`config.mk`:
```
export PLATFORM = sky130hd
export DESIGN_NAME = rr_stage
export DESIGN_NICKNAME = d
export VERILOG_FILES = /design/src/rtl/rr_stage.sv
export SDC_FILE = /design/constraint.sdc
export NUM_CORES = 1
export LEC_CHECK = 0
export ABC_AREA = 1
export CORE_MARGIN = 2
export CORE_UTILIZATION = 49
export DETAILED_ROUTE_END_ITERATION = 10
export GPL_TIMING_DRIVEN = 0
export PLACE_DENSITY = 0.81
export RECOVER_POWER = 25
export SLEW_MARGIN = 20
export SYNTH_ARGS = -nofsm -noshare
export SYNTH_HDL_FRONTEND = slang
export SYNTH_SLANG_ARGS = --single-unit
```
`constraint.sdc`:
```
create_clock -name clk -period 1.9 [get_ports clk]
set_clock_uncertainty 0.15 [all_clocks]
set_input_delay 0.38 -clock clk [delete_from_list [all_inputs] [get_ports clk]]
set_output_delay 0.38 -clock clk [all_outputs]
set_load 0.02 [all_outputs]
```
`src/rtl/rr_stage.sv`:
```
// Register-read stage: register file with write-back bypass, EX/MEM operand
// forwarding, and load-use hazard detection driving a one-cycle RR/EX bubble.
module rr_stage #(
  parameter int DATA_W = 16,
  parameter int NREG   = 8,
  parameter int AW     = 3,
  parameter int CNT_W  = 16
) (
  input  logic              clk,
  input  logic              rst,
  input  logic              valid_in,
  input  logic              br_taken,
  input  logic [AW-1:0]     src1_addr,
  input  logic [AW-1:0]     src2_addr,
  input  logic              src1_used,
  input  logic              src2_used,
  input  logic              ex_wr_en,
  input  logic              ex_is_load,
  input  logic [AW-1:0]     ex_dest,
  input  logic [DATA_W-1:0] ex_result,
  input  logic              mem_wr_en,
  input  logic [AW-1:0]     mem_dest,
  input  logic [DATA_W-1:0] mem_result,
  input  logic              wb_en,
  input  logic [AW-1:0]     wb_addr,
  input  logic [DATA_W-1:0] wb_data,
  output logic [DATA_W-1:0] D1_out,
  output logic [DATA_W-1:0] D2_out,
  output logic [DATA_W-1:0] D1_forward,
  output logic              D1_forward_en,
  output logic [DATA_W-1:0] D2_forward,
  output logic              D2_forward_en,
  output logic              freeze,
  output logic              stall_upstream,
  output logic [CNT_W-1:0]  stall_count
);

  typedef enum logic {
    RUN   = 1'b0,
    STALL = 1'b1
  } state_t;

  logic [DATA_W-1:0] regFile_q [NREG];
  state_t            state_q, state_d;
  logic [CNT_W-1:0]  stallCnt_q, stallCnt_d;
  logic              hazard;
  logic              stallReq;
  logic              use1, use2;

  // Reset has priority over a same-cycle write-back.
  always_ff @(posedge clk) begin
    if (!rst) begin
      for (int i = 0; i < NREG; i++) begin
        regFile_q[i] <= '0;
      end
      state_q    <= RUN;
      stallCnt_q <= '0;
    end else begin
      if (wb_en) begin
        regFile_q[wb_addr] <= wb_data;
      end
      state_q    <= state_d;
      stallCnt_q <= stallCnt_d;
    end
  end

  always_comb begin
    D1_out = regFile_q[src1_addr];
    D2_out = regFile_q[src2_addr];
    if (wb_en && (wb_addr == src1_addr)) begin
      D1_out = wb_data;
    end
    if (wb_en && (wb_addr == src2_addr)) begin
      D2_out = wb_data;
    end
  end

  assign use1 = valid_in && src1_used;
  assign use2 = valid_in && src2_used;

  // A load in EX has no data yet, so it is never an EX forwarding source.
  always_comb begin
    D1_forward    = '0;
    D1_forward_en = 1'b0;
    D2_forward    = '0;
    D2_forward_en = 1'b0;
    if (use1 && ex_wr_en && !ex_is_load && (ex_dest == src1_addr)) begin
      D1_forward    = ex_result;
      D1_forward_en = 1'b1;
    end else if (use1 && mem_wr_en && (mem_dest == src1_addr)) begin
      D1_forward    = mem_result;
      D1_forward_en = 1'b1;
    end
    if (use2 && ex_wr_en && !ex_is_load && (ex_dest == src2_addr)) begin
      D2_forward    = ex_result;
      D2_forward_en = 1'b1;
    end else if (use2 && mem_wr_en && (mem_dest == src2_addr)) begin
      D2_forward    = mem_result;
      D2_forward_en = 1'b1;
    end
  end

  assign hazard = valid_in && ex_wr_en && ex_is_load &&
                  ((src1_used && (ex_dest == src1_addr)) ||
                   (src2_used && (ex_dest == src2_addr)));

  always_comb begin
    state_d  = state_q;
    stallReq = 1'b0;
    case (state_q)
      RUN: begin
        if (hazard && !br_taken) begin
          stallReq = 1'b1;
          state_d  = STALL;
        end
      end
      STALL: begin
        state_d = RUN;
      end
      default: begin
        state_d = RUN;
      end
    endcase
    if (br_taken) begin
      state_d = RUN;
    end
  end

  // Stall outputs are forced low while reset is held.
  assign freeze         = stallReq && rst;
  assign stall_upstream = stallReq && rst;

  always_comb begin
    stallCnt_d = stallCnt_q;
    if (freeze && (stallCnt_q != {CNT_W{1'b1}})) begin
      stallCnt_d = stallCnt_q + 1'b1;
    end
  end

  assign stall_count = stallCnt_q;

endmodule

```
==> flow_metrics.py, run 1 <==
metrics = {
    "yosys": {
        "postSynthRegisterBits": 145,
        "mappedNetlistNets": 1245,
        "synth_compound_area_frac": 0.186,
        "netlist_top_cells_area": "edfxtp_1 43%, nor2_1 9.1%, o21ai_0 8.4%, nand2_1 7.1%, inv_1 5.4%",
        "synthMuxAreaShare": 0,
        "postSynthAreaPerCell_um2": 7.66,
        "yosys.area_share.simple": 0.224,
        "syn-instance-count": 1171,
        "yosysSeqAreaShare": 0.466,
        "yosysTopAreaCellShare": 0.428,
        "edff_count_synth": 128,
        "synth_fa_ha_area_frac": 0.00139,
        "asyncSetResetFlopFracSynth": 0,
        "cell_accounting_for_the_most_synthesized_area": "edfxtp_1",
        "dominantRegCellSynth": "edfxtp_1",
        "synth_top_family_by_area": "simple AND/OR/NAND/NOR gates",
        "netlist-cell-type-count": 35,
        "synth_area_mm2": 0.00897,
        "synth-xor-area-share": 0.0163,
        "synth_warnings": 0,
    },
    "hold_path": {
        "hold_path.class": "in2reg",
        "hold-path-endpoint": "stall_count[3]",
        "hold-path-cell-count": 3,
        "worst_min_delay_path_startpoint": "rst",
    },
    "sta": {
        "fin_crit_ns": 2.32,
        "final-hold-violation-count": 0,
        "fin_worst_hold_slack_ns": 0.163,
        "max_slew_margin": 0.526,
        "sum_of_negative_setup_slack_ns": -35.35,
        "endpoints_failing_setup": 188,
        "fin_ws_ns": -0.421,
        "max_clock_freq_mhz": 431,
        "layout_worst_path_cycle_share": 1.22,
        "rsz0062_at_grt": "yes",
        "drv_slew": 0,
        "worst-slew-pin-transition_ns": 0.709,
    },
    "floorplanning": {
        "fp.coreArea_mm2": 0.0180,
        "boundaryPins": 157,
        "rows": 49,
        "width_of_the_die_um": 139,
        "initial_core_utilization": 0.499,
        "die_h_um": 139,
        "design.die.area_mm2": 0.0194,
    },
    "worst_setup_path": {
        "worst_r2r_dst": "stall_count[6]",
        "worstSetupPathType": "reg2out",
        "worst-r2r-cell-count": 11,
        "worstPathRequired_ns": 1.37,
        "signal_arrival_time_at_the_worst_endpoint_ns": 1.79,
        "reg2reg_from": "stall_count[0]",
        "regToRegSetupSlack_ns": 0.09,
        "timing.critical_path.from_type": "flip-flop",
        "critical_path.endpoint_type": "output pin",
        "crit_path_max_fanout": 2,
    },
    "route": {
        "drt_pass1_iterations": 11,
        "drtAntennaViolNets": 0,
        "avgViaCountPerCell": 6.36,
        "drcViolationCount": 33,
        "drt-total-wl_um": 37600,
        "drt_first_iter_violations": 1930,
        "routedWlPerCell_um": 23.0,
        "vias": 10400,
    },
    "run_status": {
        "outcome": "complete, but fails checks",
        "failing_checks": "design-rule violations, negative setup slack",
    },
    "power": {
        "vdd_ir_drop_max_mv": 0.756,
        "power_per_cell_area_mw_per_mm2": 671,
        "leakage_nw": 5.72,
    },
    "cells_and_area": {
        "finish.utilization": 0.752,
        "antenna_cells": 0,
        "post_route_cells_drive_above_1_share": 0.371,
        "fin_nets": 1467,
        "layout.cell_area.non_filler_mm2": 0.0135,
        "area.growth.synth_to_final_pct": 50.5,
    },
    "global_route": {
        "maximum_number_of_pins_on_one_net_before_global_route_repair": 19,
        "first_global_vias": 9238,
        "global_route.overflow_total": 0,
        "grt_antenna_before_repair": 0,
        "grt_first_pass_wirelength_um": 50800,
        "grtUsageTotal": 0.334,
    },
    "placed_design": {
        "portBuffers": 152,
        "gpl.final_weighted_congestion": 1.00,
        "dpl-instance-area_mm2": 0.0109,
        "dp_hpwl_um": 22500,
    },
    "clocking": {
        "clk_pin_slew_ns": 0.07,
        "root_buf_cell": "clkbuf_16",
        "cts_tree": "done",
        "hold_buffers": 0,
        "clock_insertion_delay_worst_skew_ns": 0.44,
        "cts_inserted_buffers": 17,
        "cts_buffer_depth": 2,
        "deepest_level_of_the_cts_h_tree": 4,
        "clock_sinks": 145,
    },
    "job": {
        "max_cap_violations": 0,
    },
}
==> per-layer routing <==
layer	part of all wire	vias to the layer above	track usage
met5	0	-	0
met4	0.079	0	0.181
met3	0.13	300	0.0664
met2	0.45	1011	0.522
met1	0.34	4698	0.440
li1	-	4395	-
==> state kept, by name, indices dropped and copies added, names as in the netlist <==
signal       count
regFile_q      128
state_q          1
stall_count     16
==> cell usage after synthesis, drive strengths merged, types with 2 or more instances <==
library cell  number
nor2             221
xor2              10
o21bai             4
edfxtp           128
dfxtp             17
clkinv            16
xnor2              5
nand4              9
o22ai              2
o21ai            158
nand3             77
inv              134
clkbuf            33
a21oi             70
nor3               3
buf               44
nand2            171
o211ai            64
==> through the flow <==
step / std cells / setup slack, ns / power [mW]
finish: 1635 / -0.421 / 9.06
global route: 1635 / -0.469 / 9.23
CTS: 1620 / -0.291 / 8.75
detailed placement: 1552 / -1.46 / 5.29
global placement: 1552 / -1.44 / 5.26
floorplan: 1171 / -0.0880 / 4.61
==> critical path, stage by stage, from the launching register on <==
cell and delay (ns):
edfxtp_1 0.39, inv_1 0.11, a21oi_1 0.09, o21ai_1 0.16
nand3_1 0.14, o211ai_1 0.17, o21ai_4 0.13, buf_6 0.15
==> cells by family (layout without fill, tap and decap cells) <==
logic type,count (synthesis),count (layout)
xor gates and xnor gates,15,15
AOI/OAI and AO/OA,299,299
and+or+nand+nor,484,486
adders and majority gates,1,1
buffers and inverters,227,460
DFF,145,145
==> worst max-delay path by stage <==
stage,startpoint,to,slack [ns]
4_1_cts,regFile_q[5][12],D1_out[12],-0.29
3_3_place_gp,src2_addr[1],D2_out[11],-1.44
5_1_grt,regFile_q[5][12],D1_out[12],-0.47
6_report,regFile_q[1][12],D1_out[12],-0.42
3_5_place_dp,src2_addr[1],D2_out[11],-1.46
2_1_floorplan,src1_addr[2],D1_out[10],-0.09
==> report_power, final <==
| group | internal (mW) | switching (mW) |
|---|---|---|
| combinational | 0.795 | 1.27 |
| clock | 1.81 | 1.44 |
| sequential | 3.65 | 0.106 |
==> cell type report <==
cell class | instances | area, µm²
Sequential cell | 145 | 4190
Fill cell | 1160 | 4460
Timing Repair Buffer | 204 | 2050
Inverter | 150 | 611
Buffer | 74 | 795
Clock inverter | 15 | 136
Multi-Input combinational cell | 801 | 5000
Tap cell | 229 | 287
Clock buffer | 17 | 425
==> layout by cell type, fill, tap and decap left out, types with 4 or more instances in the layout <==
master             n
nand4_1            7
clkbuf_16         23
buf_2             11
o21ai_2           52
o21ai_0           21
dfxtp_1           14
a21oi_2           29
nand2_1          124
inv_1             89
clkdlybuf4s50_1   48
edfxtp_1         128
clkinv_2          19
a21oi_1           39
inv_2             37
buf_8             15
nand3_1           57
o21ai_1           64
buf_6             93
nand3_2           18
nand2_2           25
inv_6              4
clkbuf_2          17
clkbuf_4           5
buf_4             51
nand2_4           23
nor2_4            15
nor2_2            14
xor2_1             9
nor2_1           192
dlygate4sd2_1     17
o21ai_4           21
inv_4              6
buf_12             4
o21bai_1           4
o211ai_1          64
==> timing repair <==
item | CTS | global route
pin swaps | 96 | 66
endpoints found under the setup margin | 279 | 178
setup buffers | 22 | 14
gates resized for setup | 852 | 198
gates cloned | 16 | 2
(Power assumes the default switching activity.)
==> inputs of run 2 (changes only) <==
Settings changed: CTS_CLUSTER_DIAMETER from default to 200.
==> results of run 2 <==
Final layout, timing and power as in run 1 (identical DEF).
